### src/rtl/pong_game_ctrl_if.sv
// rtl/pong_game_ctrl_if.sv - signal bundle between the Pong match sequencer and its datapath
//
// Purpose : groups the frame/miss/button inputs and the match-status outputs
//           of pong_game_ctrl so they travel as one port.
// Modports: master - the sequencer (drives play_en .. state)
//           slave  - the surrounding datapath (drives tick, button, misses)
interface pong_game_ctrl_if;
   logic       tick;
   logic       start_button;
   logic       miss_left;
   logic       miss_right;
   logic       play_en;
   logic       ball_reset;
   logic       serve_dir;
   logic [3:0] score_left;
   logic [3:0] score_right;
   logic       point;
   logic       game_over;
   logic       winner;
   logic [2:0] state;

   modport master (
      input  tick, start_button, miss_left, miss_right,
      output play_en, ball_reset, serve_dir, score_left, score_right,
             point, game_over, winner, state
   );

   modport slave (
      output tick, start_button, miss_left, miss_right,
      input  play_en, ball_reset, serve_dir, score_left, score_right,
             point, game_over, winner, state
   );
endinterface

### src/rtl/pong_game_ctrl.sv
// rtl/pong_game_ctrl.sv - Pong match sequencer: serve/play/point/over FSM with scoring
//
// Purpose : gates paddle movement, holds/releases the ball, keeps both scores
//           and declares the winner. Every output comes from a register.
// Ports   : CLK   - system clock
//           RESET - asynchronous active-high reset
//           bus   - pong_game_ctrl_if.master (tick, start_button, miss_left,
//                   miss_right in; play_en, ball_reset, serve_dir, score_left,
//                   score_right, point, game_over, winner, state out)
module pong_game_ctrl #(
   parameter int WIN_SCORE   = 7,
   parameter int SERVE_TICKS = 60,
   parameter int POINT_TICKS = 90
) (
   input  logic              CLK,
   input  logic              RESET,
   pong_game_ctrl_if.master  bus
);

   typedef enum logic [2:0] {
      IDLE  = 3'd0,
      SERVE = 3'd1,
      PLAY  = 3'd2,
      POINT = 3'd3,
      OVER  = 3'd4
   } state_t;

   localparam logic [7:0] SERVE_LAST = 8'(SERVE_TICKS - 1);
   localparam logic [7:0] POINT_LAST = 8'(POINT_TICKS - 1);
   localparam logic [3:0] WIN        = 4'(WIN_SCORE);

   // Button synchronizer and falling-edge detector
   logic sync1_q, sync2_q, sync_prev_q, press_q;

   state_t     state_q,       state_d;
   logic [7:0] cnt_q,         cnt_d;
   logic [3:0] score_left_q,  score_left_d;
   logic [3:0] score_right_q, score_right_d;
   logic       serve_dir_q,   serve_dir_d;
   logic       winner_q,      winner_d;
   logic       point_q,       point_d;
   logic       play_en_q,     play_en_d;
   logic       ball_reset_q,  ball_reset_d;
   logic       game_over_q,   game_over_d;

   always_comb begin
      state_d       = state_q;
      cnt_d         = cnt_q;
      score_left_d  = score_left_q;
      score_right_d = score_right_q;
      serve_dir_d   = serve_dir_q;
      winner_d      = winner_q;
      point_d       = 1'b0;

      case (state_q)
         IDLE, OVER: begin
            if (press_q) begin
               state_d       = SERVE;
               score_left_d  = 4'd0;
               score_right_d = 4'd0;
               serve_dir_d   = 1'b0;
            end
         end
         SERVE: begin
            if (bus.tick) begin
               if (cnt_q == SERVE_LAST) state_d = PLAY;
               else                     cnt_d   = cnt_q + 8'd1;
            end
         end
         PLAY: begin
            // A double miss replays the rally without awarding anything
            if (bus.miss_left && bus.miss_right) begin
               state_d = POINT;
            end else if (bus.miss_left) begin
               state_d       = POINT;
               score_right_d = score_right_q + 4'd1;
               serve_dir_d   = 1'b1;
               point_d       = 1'b1;
            end else if (bus.miss_right) begin
               state_d      = POINT;
               score_left_d = score_left_q + 4'd1;
               serve_dir_d  = 1'b0;
               point_d      = 1'b1;
            end
         end
         POINT: begin
            if (bus.tick) begin
               if (cnt_q == POINT_LAST) begin
                  if (score_left_q == WIN) begin
                     state_d  = OVER;
                     winner_d = 1'b0;
                  end else if (score_right_q == WIN) begin
                     state_d  = OVER;
                     winner_d = 1'b1;
                  end else begin
                     state_d = SERVE;
                  end
               end else begin
                  cnt_d = cnt_q + 8'd1;
               end
            end
         end
         default: state_d = IDLE;
      endcase

      // The tick counter measures time within one state only
      if (state_d != state_q) cnt_d = 8'd0;

      // Moore outputs are decoded from the next state and registered
      play_en_d    = (state_d == SERVE) || (state_d == PLAY);
      ball_reset_d = (state_d != PLAY);
      game_over_d  = (state_d == OVER);
   end

   always_ff @(posedge CLK or posedge RESET) begin
      if (RESET) begin
         sync1_q       <= 1'b1;
         sync2_q       <= 1'b1;
         sync_prev_q   <= 1'b1;
         press_q       <= 1'b0;
         state_q       <= IDLE;
         cnt_q         <= 8'd0;
         score_left_q  <= 4'd0;
         score_right_q <= 4'd0;
         serve_dir_q   <= 1'b0;
         winner_q      <= 1'b0;
         point_q       <= 1'b0;
         play_en_q     <= 1'b0;
         ball_reset_q  <= 1'b1;
         game_over_q   <= 1'b0;
      end else begin
         sync1_q       <= bus.start_button;
         sync2_q       <= sync1_q;
         sync_prev_q   <= sync2_q;
         press_q       <= sync_prev_q & ~sync2_q;
         state_q       <= state_d;
         cnt_q         <= cnt_d;
         score_left_q  <= score_left_d;
         score_right_q <= score_right_d;
         serve_dir_q   <= serve_dir_d;
         winner_q      <= winner_d;
         point_q       <= point_d;
         play_en_q     <= play_en_d;
         ball_reset_q  <= ball_reset_d;
         game_over_q   <= game_over_d;
      end
   end

   assign bus.play_en     = play_en_q;
   assign bus.ball_reset  = ball_reset_q;
   assign bus.serve_dir   = serve_dir_q;
   assign bus.score_left  = score_left_q;
   assign bus.score_right = score_right_q;
   assign bus.point       = point_q;
   assign bus.game_over   = game_over_q;
   assign bus.winner      = winner_q;
   assign bus.state       = state_q;

endmodule

### src/flat_wrapper.sv
// flat-port wrapper written by rule: the top's interface ports become plain ports
module pong_game_ctrl_flat 
#(
   parameter int WIN_SCORE   = 7,
   parameter int SERVE_TICKS = 60,
   parameter int POINT_TICKS = 90
)
  (CLK, RESET, bus_tick, bus_start_button, bus_miss_left, bus_miss_right, bus_play_en, bus_ball_reset, bus_serve_dir, bus_score_left, bus_score_right, bus_point, bus_game_over, bus_winner, bus_state);
  pong_game_ctrl_if bus_i ();
  input  logic CLK;
  input  logic RESET;
  input wire logic [$bits(bus_i.tick)-1:0] bus_tick;
  input wire logic [$bits(bus_i.start_button)-1:0] bus_start_button;
  input wire logic [$bits(bus_i.miss_left)-1:0] bus_miss_left;
  input wire logic [$bits(bus_i.miss_right)-1:0] bus_miss_right;
  output wire logic [$bits(bus_i.play_en)-1:0] bus_play_en;
  output wire logic [$bits(bus_i.ball_reset)-1:0] bus_ball_reset;
  output wire logic [$bits(bus_i.serve_dir)-1:0] bus_serve_dir;
  output wire logic [$bits(bus_i.score_left)-1:0] bus_score_left;
  output wire logic [$bits(bus_i.score_right)-1:0] bus_score_right;
  output wire logic [$bits(bus_i.point)-1:0] bus_point;
  output wire logic [$bits(bus_i.game_over)-1:0] bus_game_over;
  output wire logic [$bits(bus_i.winner)-1:0] bus_winner;
  output wire logic [$bits(bus_i.state)-1:0] bus_state;
  assign bus_i.tick = bus_tick;
  assign bus_i.start_button = bus_start_button;
  assign bus_i.miss_left = bus_miss_left;
  assign bus_i.miss_right = bus_miss_right;
  assign bus_play_en = bus_i.play_en;
  assign bus_ball_reset = bus_i.ball_reset;
  assign bus_serve_dir = bus_i.serve_dir;
  assign bus_score_left = bus_i.score_left;
  assign bus_score_right = bus_i.score_right;
  assign bus_point = bus_i.point;
  assign bus_game_over = bus_i.game_over;
  assign bus_winner = bus_i.winner;
  assign bus_state = bus_i.state;
  pong_game_ctrl #(.WIN_SCORE(WIN_SCORE), .SERVE_TICKS(SERVE_TICKS), .POINT_TICKS(POINT_TICKS)) u_core (.CLK(CLK), .RESET(RESET), .bus(bus_i));
endmodule
### config.mk
export PLATFORM = sky130hd
export DESIGN_NAME = pong_game_ctrl_flat
export DESIGN_NICKNAME = d
export VERILOG_FILES = /design/src/rtl/pong_game_ctrl_if.sv /design/src/rtl/pong_game_ctrl.sv /design/src/flat_wrapper.sv
export SDC_FILE = /design/constraint.sdc
export NUM_CORES = 1
export LEC_CHECK = 0
export CORE_ASPECT_RATIO = 1.1
export CORE_MARGIN = 2
export CORE_UTILIZATION = 45
export DETAILED_ROUTE_END_ITERATION = 10
export PLACE_DENSITY = 0.71
export SYNTH_ARGS = -nofsm -noshare
export SYNTH_HDL_FRONTEND = slang
export SYNTH_SLANG_ARGS = --single-unit
### constraint.sdc
create_clock -name CLK -period 2.31 [get_ports CLK]
set_input_delay 0.3465 -clock CLK [delete_from_list [all_inputs] [get_ports CLK]]
set_output_delay 0.3465 -clock CLK [all_outputs]
set_load 0.01 [all_outputs]
==> results.py, run 1 <==
metrics = {
    "sta": {
        "max_freq_mhz": 462,
        "rsz0062_at_grt": "false",
        "worst_clock_skew_ns": 0.00318,
        "min_period_ns": 2.16,
        "slew_violations": 0,
        "fin_crit_sh_pct": 93.7,
        "slew_headroom_pct": 73.0,
        "worst_pin_slew_ns": 0.404,
        "finalHoldViolations": 0,
        "tns_ns": 0,
        "finalSetupViolCount": 0,
    },
    "power": {
        "power_density_mw_per_mm2": 625,
        "p_switching_w": 0.000345,
        "seq_power_share_pct": 49.9,
        "p_int_w": 0.000844,
        "p_comb_share_pct": 20.5,
        "p_leak_nw": 0.798,
        "swShare_pct": 29.0,
        "ir_drop_mv": 0.431,
        "pwr-share-clk_pct": 29.6,
    },
    "grt": {
        "grt_pass1_vias": 1200,
        "overflow": 0,
        "grt.total_usage_pct": 19.3,
        "grt_pass1_wl_microns": 5620,
        "grt_max_degree": 30,
        "antenna_found_initial": 0,
    },
    "setup_path": {
        "required_ns": 2.53,
        "crit_path_max_incr_delay_ns": 0.48,
        "critical_path.max_fanout": 8,
        "worst_path_max_delay_cell": "clkdlybuf4s50_1",
        "crit_chain": "clkdlybuf4s50_1 > ha_1 > or3_1 > a21oi_1 > o221ai_4 > mux2i_4 > a2111oi_4",
        "cp_top_family": "compound AO/OA/AOI/OAI gates",
        "startpoint_type": "input pin",
        "cp.buffers_inverters": 1,
        "crit_type": "in2reg",
        "arrival_ns": 2.38,
        "endpoint_kind": "flop",
    },
    "clocking": {
        "clk_pin_slew_worst_paths_ns": 0.09,
        "root_buffer": "clkbuf_4",
        "clkSinkCount": 29,
        "post_cts_buffers": 0,
        "cts_buffers": 5,
        "cts_resized": 0,
        "cts_buffer_depth": 2,
        "worstSkewPairLatency_ns": 0.32,
        "hold_buffers": 0,
        "cts_max_level": 2,
        "cts_tree": "yes",
    },
    "synthesis": {
        "synth-seq-area-share_pct": 47.4,
        "synth-edff-count": 0,
        "syn-num-nets": 147,
        "async_flop_share_pct": 100,
        "avgSynthCellArea_sq_um": 11.4,
        "synthFlopType": "dfrtp_1",
        "syn_area_sq_mm": 0.00154,
        "netlist_instances": 135,
        "synth_area_leaders": "dfrtp_1 (41%), dfstp_2 (6.8%), ha_1 (4.9%)",
        "yosysUniqueCellTypes": 43,
        "synth-seq-cells": 29,
        "yosys.area.top_type": "dfrtp_1",
        "synth_top_area_share_pct": 40.6,
        "synth_warnings": 0,
    },
    "place": {
        "post-dp-hpwl_microns": 2200,
        "post-place-cells": 197,
        "portBuffers": 22,
        "place.gp.congestion": 0.894,
    },
    "final_layout": {
        "diodes": 0,
        "layout.nets": 180,
        "layout.cells.non_filler": 205,
        "n_fill_cell": 291,
        "final_common_cell": "dfrtp_1",
        "areaGrowthSynthToFinish_pct": 23.2,
        "drive_gt1_share_pct": 19.5,
        "mostFrequentLayoutCells": "dfrtp_1 (25), clkdlybuf4s50_1 (22), inv_1 (10)",
    },
    "drt": {
        "vias": 1151,
        "antenna_left": 0,
        "drcViolationCount": 0,
        "first_pass_iters": 4,
        "viasPerCell": 5.61,
        "drt-initial-drc-count": 33,
        "wl_per_cell_microns": 15.0,
        "drt_wl_total_microns": 3080,
    },
    "floorplanning": {
        "num_rows": 22,
        "fp.dieArea_sq_mm": 0.00391,
        "num_io_pins": 23,
        "die_h_microns": 65.4,
        "coreArea_sq_mm": 0.00330,
        "die_w_microns": 59.8,
        "start_util_pct": 46.7,
    },
    "hold_path": {
        "hp-class": "reg2reg",
    },
    "status": {
        "status": "finished clean",
    },
    "run": {
        "max_cap_violations": 0,
    },
}
## through the flow
step | cell area [sq um] | utilization [%] | hold WS [ns] | setup WS (ns) | total power [W]
after floorplan | 1540 | - | 0.345 | 0.429 | 0.000777
after global placement | 1830 | 55.4 | 0.345 | -0.0510 | 0.000837
after detailed placement | 1830 | 55.4 | 0.348 | -0.127 | 0.000847
after CTS | 1900 | 57.5 | 0.361 | 0.148 | 0.00120
after global routing | 1900 | 57.5 | 0.367 | 0.0885 | 0.00126
final | 1900 | 57.5 | 0.361 | 0.146 | 0.00119
## cells by family after synthesis
| kind of cell | after synthesis | synth area share (%) |
|---|---|---|
| AO/OA/AOI/OAI | 19 | 12.2 |
| XOR/XNOR | 11 | 6.25 |
| adder cells (fa/ha/maj) | 6 | 4.87 |
| buffers and inverters | 12 | 3.89 |
| flip-flops | 29 | 47.4 |
| multiplexers | 4 | 3.65 |
| AND/OR/NAND/NOR | 54 | 21.8 |
## path summary, 6_finish.rpt
kind | start | endpoint | slack (ns) | cells after the start
worst min-delay path | u_core.sync1_q | u_core.sync2_q | 0.36 | 0
worst min register to register | u_core.sync1_q | u_core.sync2_q | 0.36 | 0
worst max-delay path | bus_miss_right | u_core.cnt_q[1] | 0.15 | 7
worst max register to register | u_core.cnt_q[1] | u_core.cnt_q[1] | 0.37 | 7
max in group asynchronous | RESET | u_core.bus.ball_reset | 1.63 | 3
min in group asynchronous | RESET | u_core.cnt_q[7] | 0.38 | 3
## area by class of cell
cell class | count | area, sq um | area share (%)
clock inverters | 1 | 5.00 | 0.263
multi-input cells | 94 | 752 | 39.6
well taps | 36 | 45.0 | 2.37
flip-flops and latches | 29 | 731 | 38.4
inverters | 10 | 37.5 | 1.97
repair buffers | 28 | 265 | 14.0
clock buffers | 7 | 65.1 | 3.42
## Yosys cell counts (all sizes together) (2+ instances only)
cell and count:
nand2 10, a21oi 3, dfrtp 25, xor2 8, buf 2, a22o 3, dfstp 4, nand4 5
xnor2 3, nand4b 2, ha 6, inv 10, nand2b 3, nor3b 2, mux2 3, nor2 10
nor3 10, o41ai 2, nand3b 2, o21ai 3
## flip-flops by register name (all words and copies together), names as in the netlist, 3 cells and up
register                flops
u_core.cnt_q                8
u_core.bus.score_left       4
u_core.bus.score_right      4
u_core.bus.state            3
## layer usage
| metal | vias up | wire, microns | part of all wire, % | global-route usage, % |
|---|---|---|---|---|
| li1 | 546 | - | - | - |
| met4 | 0 | 59 | 1.9 | 9.17 |
| met3 | 9 | 152 | 4.9 | 6.50 |
| met5 | - | 0 | 0 | 0 |
| met2 | 32 | 1530 | 49 | 30.0 |
| met1 | 564 | 1340 | 44 | 23.7 |
## power groups by stage
stage | Clock, W | Combinational [W] | Sequential, W
2_1_floorplan | 0 | 0.000186 | 0.000591
3_5_place_dp | 0 | 0.000244 | 0.000603
5_1_grt | 0.000389 | 0.000270 | 0.000602
3_3_place_gp | 0 | 0.000238 | 0.000599
6_report | 0.000352 | 0.000243 | 0.000593
4_1_cts | 0.000358 | 0.000245 | 0.000593
Note: power is estimated with default switching activity, not from simulation.
==> inputs of run 2 (changes only) <==
--- a/config.mk
+++ b/config.mk
@@ -5,6 +5,7 @@
 export SDC_FILE = /design/constraint.sdc
 export NUM_CORES = 1
 export LEC_CHECK = 0
+export CAP_MARGIN = 10
 export CORE_ASPECT_RATIO = 1.1
 export CORE_MARGIN = 2
 export CORE_UTILIZATION = 45
==> results of run 2 <==
Final layout, timing and power as in run 1 (identical DEF).
==> inputs of run 3 (changes only) <==
--- a/config.mk
+++ b/config.mk
@@ -10,6 +10,7 @@
 export CORE_MARGIN = 2
 export CORE_UTILIZATION = 45
 export DETAILED_ROUTE_END_ITERATION = 10
+export GPL_ROUTABILITY_DRIVEN = 0
 export PLACE_DENSITY = 0.71
 export SYNTH_ARGS = -nofsm -noshare
 export SYNTH_HDL_FRONTEND = slang
==> results of run 3 <==
Final layout, timing and power as in run 1 (identical DEF).
